`config.mk`:
```
export PLATFORM = sky130hd
export DESIGN_NAME = fp_pack_obuf
export DESIGN_NICKNAME = d
export VERILOG_FILES = /design/src/rtl/fp_pack_obuf.sv
export SDC_FILE = /design/constraint.sdc
export NUM_CORES = 1
export LEC_CHECK = 0
export ABC_AREA = 1
export CORE_MARGIN = 2
export CORE_UTILIZATION = 40
export DETAILED_ROUTE_END_ITERATION = 12
export HOLD_SLACK_MARGIN = 0.15
export PLACE_DENSITY = 0.58
export SLEW_MARGIN = 20
export SYNTH_ARGS = -nofsm -noshare
export SYNTH_HDL_FRONTEND = slang
export SYNTH_SLANG_ARGS = --single-unit
```
`constraint.sdc`:
```
create_clock -name clk -period 5.1 [get_ports clk]
set_clock_uncertainty 0.15 [all_clocks]
set_input_delay 0.765 -clock clk [delete_from_list [all_inputs] [get_ports clk]]
set_output_delay 0.765 -clock clk [all_outputs]
set_load 0.05 [all_outputs]
```
`src/rtl/fp_pack_obuf.sv`:
```
// Packs unpacked FP32 multiplier fields into IEEE-754 words with class flags and buffers them in a FIFO.
// Latency 1 cycle from in_valid to out_valid when empty; no upstream backpressure, so inputs arriving when full are dropped and flagged.
module fp_pack_obuf #(
    parameter int DEPTH        = 4,
    parameter bit FLUSH_DENORM = 1'b1
) (
    input  logic                       clk,
    input  logic                       rst,
    input  logic                       in_valid,
    input  logic [22:0]                in_man,
    input  logic [7:0]                 in_exp,
    input  logic                       in_sign,
    output logic                       out_valid,
    input  logic                       out_ready,
    output logic [31:0]                out_data,
    output logic [3:0]                 out_flags,
    output logic [$clog2(DEPTH):0]     count,
    output logic                       overflow,
    input  logic                       clr_ovf,
    output logic [15:0]                res_cnt
);

    localparam int PW = $clog2(DEPTH);
    localparam int CW = PW + 1;

    typedef struct packed {
        logic nan;
        logic inf;
        logic zero;
        logic denorm;
    } flags_t;

    typedef struct packed {
        flags_t      flags;
        logic [31:0] word;
    } entry_t;

    entry_t          mem_q [DEPTH];
    entry_t          pkt_d;
    logic [PW-1:0]   wr_ptr_q, wr_ptr_d;
    logic [PW-1:0]   rd_ptr_q, rd_ptr_d;
    logic [CW-1:0]   count_q, count_d;
    logic            overflow_q, overflow_d;
    logic [15:0]     res_cnt_q, res_cnt_d;

    logic            full;
    logic            pop;
    logic            push;
    logic            drop;

    // Classification and packing of the incoming fields
    always_comb begin
        pkt_d       = '0;
        pkt_d.word  = {in_sign, in_exp, in_man};
        if (in_exp == 8'hFF) begin
            if (in_man != 23'd0) begin
                pkt_d.flags.nan = 1'b1;
                pkt_d.word      = 32'h7FC0_0000;
            end else begin
                pkt_d.flags.inf = 1'b1;
                pkt_d.word      = {in_sign, 8'hFF, 23'd0};
            end
        end else if (in_exp == 8'h00) begin
            if (in_man == 23'd0) begin
                pkt_d.flags.zero = 1'b1;
                pkt_d.word       = {in_sign, 31'd0};
            end else begin
                pkt_d.flags.denorm = 1'b1;
                if (FLUSH_DENORM) begin
                    pkt_d.word = {in_sign, 31'd0};
                end
            end
        end
    end

    // Push is allowed into a full FIFO only when the head leaves in the same cycle
    always_comb begin
        full = (count_q == CW'(DEPTH));
        pop  = (count_q != '0) && out_ready;
        push = in_valid && (!full || pop);
        drop = in_valid && full && !pop;
    end

    always_comb begin
        wr_ptr_d   = wr_ptr_q;
        rd_ptr_d   = rd_ptr_q;
        count_d    = count_q;
        res_cnt_d  = res_cnt_q;
        overflow_d = overflow_q;

        if (push) begin
            wr_ptr_d  = wr_ptr_q + PW'(1);
            res_cnt_d = res_cnt_q + 16'd1;
        end
        if (pop) begin
            rd_ptr_d = rd_ptr_q + PW'(1);
        end

        case ({push, pop})
            2'b10:   count_d = count_q + CW'(1);
            2'b01:   count_d = count_q - CW'(1);
            default: count_d = count_q;
        endcase

        // A drop wins over a concurrent clear
        if (drop) begin
            overflow_d = 1'b1;
        end else if (clr_ovf) begin
            overflow_d = 1'b0;
        end
    end

    always_ff @(posedge clk) begin
        if (rst) begin
            wr_ptr_q   <= '0;
            rd_ptr_q   <= '0;
            count_q    <= '0;
            overflow_q <= 1'b0;
            res_cnt_q  <= '0;
        end else begin
            wr_ptr_q   <= wr_ptr_d;
            rd_ptr_q   <= rd_ptr_d;
            count_q    <= count_d;
            overflow_q <= overflow_d;
            res_cnt_q  <= res_cnt_d;
        end
    end

    // Storage is cleared on reset so the head reads zero while empty after reset
    always_ff @(posedge clk) begin
        if (rst) begin
            for (int i = 0; i < DEPTH; i++) begin
                mem_q[i] <= '0;
            end
        end else if (push) begin
            mem_q[wr_ptr_q] <= pkt_d;
        end
    end

    assign out_valid = (count_q != '0);
    assign out_data  = mem_q[rd_ptr_q].word;
    assign out_flags = mem_q[rd_ptr_q].flags;
    assign count     = count_q;
    assign overflow  = overflow_q;
    assign res_cnt   = res_cnt_q;

endmodule

```
==> impl_metrics.json <==
{
  "grt_antenna_before_repair": 0,
  "synth_top_area_share_pct": 55.7,
  "comb_power_share_pct": 34.7,
  "htree_num_levels": 4,
  "rows": 50,
  "wl_met2_mm": 9.03,
  "synth-seq-area-share_pct": 62.4,
  "design.die.area_um2": 20500,
  "yosys_warnings": 0,
  "core_area_um2": 18900,
  "layout-drive-gt1-share_pct": 6.91,
  "drv_slew": 0,
  "cts_tree": "yes",
  "hold_viol_final": 0,
  "r2r_setup_slack_ps": 2520,
  "clock_latency_ps": 420,
  "worstMarginPinSlew_ps": 973,
  "synth.avg_cell_area_um2": 9.94,
  "grt_pass1_wl_mm": 28.6,
  "area_growth_pct": 22.3,
  "die-height_um": 143,
  "ys_top_cells_by_area": "edfxtp_1 (56%), nor2_1 (11%), dfxtp_1 (6.7%), o21ai_0 (5.4%), inv_1 (3.8%)",
  "fin_crit_sh_pct": 73.5,
  "ir_drop_v": 0.000263,
  "wl_mm": 18.2,
  "cp.required_ps": 4180,
  "syn_area_um2": 7760,
  "root_buffer": "clkbuf_16",
  "hpwl_mm": 11.1,
  "clk_pin_slew_ps": 60,
  "gr-total-overflow": 0,
  "p_switching_w": 0.00161,
  "timing.final.ws_setup_ps": 1350,
  "synth_nets": 821,
  "p_total_w": 0.00442,
  "ys_ff_latch": 170,
  "fp.dieW_um": 143,
  "period_needed_ps": 3750,
  "viasPerCell": 4.89,
  "drc": 0,
  "cp.arrival_ps": 2830,
  "highest_layer": "met4",
  "timing.max_cap.violations": 0,
  "critPathKind": "flop to primary output",
  "p_seq_share_pct": 37.2,
  "place_area_um2": 8930,
  "gp_congestion": 0.773,
  "cp_cell_sequence": "inv_1 > buf_4 > o21ai_0 > o22ai_1 > clkdlybuf4s50_1",
  "cts_hold_buf": 0,
  "cp_slowest_cell": "clkdlybuf4s50_1",
  "slowest_delay_ps": 880,
  "grtUsageTotal_pct": 18.3,
  "fin_tns_setup_ps": 0,
  "postCtsSetupRepairBufs": 0,
  "fillers": 1785,
  "vias": 5591,
  "io_pins": 94,
  "status": "complete, no violations",
  "multi_input_area_um2": 2410,
  "cts_max_path_buffers": 2,
  "grt_max_degree": 73,
  "p_per_area_nw_per_um2": 466,
  "end_kind": "primary output",
  "nNetsFinal": 911,
  "dr.pass1.iters": 5,
  "start_util_pct": 41.1,
  "cts_resized": 0,
  "diodes": 0,
  "fin_util_pct": 50.3,
  "dp_slack_ps": 1640,
  "ant_nets": 0,
  "post-synth-top-area-cell": "edfxtp_1",
  "drtIter0Drc": 400,
  "cellInternalPower_w": 0.00282,
  "ff_latch_area_um2": 4850,
  "swShare_pct": 36.3,
  "relSlewSlack_pct": 35.0,
  "fmax_ghz": 0.267,
  "synthCells": 781,
  "wl_per_cell_um": 15.9,
  "start_kind": "flop",
  "hp-class": "flop to flop",
  "grt_pass1_vias": 5446,
  "rsz0062_at_grt": "false",
  "critPathMaxFanout": 21,
  "fin_area_um2": 9500,
  "numCtsBuffers": 17,
  "leakage_nw": 3.63,
  "wl_met1_mm": 8.37,
  "power_frac_clock_pct": 28.1,
  "port-buffer-count": 93,
  "cts_num_sinks": 170,
  "setup_viol": 0,
  "yosysUniqueCellTypes": 34,
  "wl_met3_um": 725
}
==> cells in the mapped netlist <==
master,number
dfxtp_1,26
ha_1,2
a22o_1,1
fa_1,1
clkbuf_1,23
nand3_4,10
nor2_1,234
nand2_1,60
nor3_1,4
xnor2_1,1
buf_6,6
o21ai_0,83
nand2_4,2
clkbuf_8,1
o31ai_1,1
nand2b_1,1
nand2_2,4
edfxtp_1,144
nor2_4,3
clkinv_1,1
buf_1,1
nand3b_1,2
a21oi_1,12
o22ai_1,36
buf_4,4
a21boi_0,1
o21bai_1,1
a21boi_4,1
nand4_1,8
nand3_1,26
buf_2,1
nor3b_1,1
inv_1,78
buf_12,1
==> area by class of cell <==
type,count,share of cell area [%]
inverters,79,3.12
flip-flops and latches,170,51.0
multi-input cells,495,25.4
clock inverters,12,1.38
repair buffers,108,11.1
clock buffers,19,4.56
well taps,260,3.43
==> per-layer routing <==
metal	up-vias	global-route usage, %
met5	-	0
met4	0	4.23
met3	11	3.40
met2	112	31.1
met1	2655	24.6
li1	2813	-
==> cell families after synthesis <==
kind of cell	Yosys count	synth area share, %
adders and majority gates	3	0.580
xor gates and xnor gates	1	0.113
DFF	170	62.4
and+or+nand+nor	355	20.5
buffers and inverters	116	6.74
AOI/OAI and AO/OA	136	9.67
==> stage by stage <==
step                      instances  hold slack (ps)
after CTS                      1143              318
final                          1143              316
after floorplan                 781              286
after global placement         1112              303
after global routing           1143              346
after detailed placement       1112              311
==> sequential cells by signal, indices dropped and copies added (netlist names), named ones only <==
signal and cells:
count 3, overflow 1, mem_q 144, wr_ptr_q 2
res_cnt 16, rd_ptr_q 2
==> worst paths after layout <==
check,startpoint,end,depth (start not counted)
max,flop,out_data[0],5
min,rd_ptr_q[0],flop,1
max reg2reg,count[1],mem_q[1][0],6
min reg2reg,rd_ptr_q[0],flop,1
==> critical path, delay by kind of cell (launching register included) <==
family | cells | cell delay, ps
buffers and inverters | 3 | 1700
AO/OA/AOI/OAI | 2 | 410
flip-flops | 1 | 310
==> cells in the final DEF (no fill, tap or decap), drive strengths merged, types with 2 or more instances in the layout <==
master	instances
nand4	8
buf	15
o21ai	83
nand3	36
nor2	237
clkbuf	19
bufinv	3
clkdlybuf4s50	93
a21oi	12
ha	2
clkinv	8
nor3	4
a21boi	2
nand2	66
dfxtp	26
o22ai	36
inv	78
nand3b	2
clkinvlp	2
edfxtp	144
==> power groups by stage <==
stage	clock (W)	combinational (W)	sequential, W
finish	0.00125	0.00154	0.00164
global route	0.00132	0.00163	0.00165
CTS	0.00126	0.00155	0.00164
detailed placement	0	0.00155	0.00167
global placement	0	0.00154	0.00167
floorplan	0	0.000994	0.00171
Note: power is estimated with default switching activity, not from simulation.
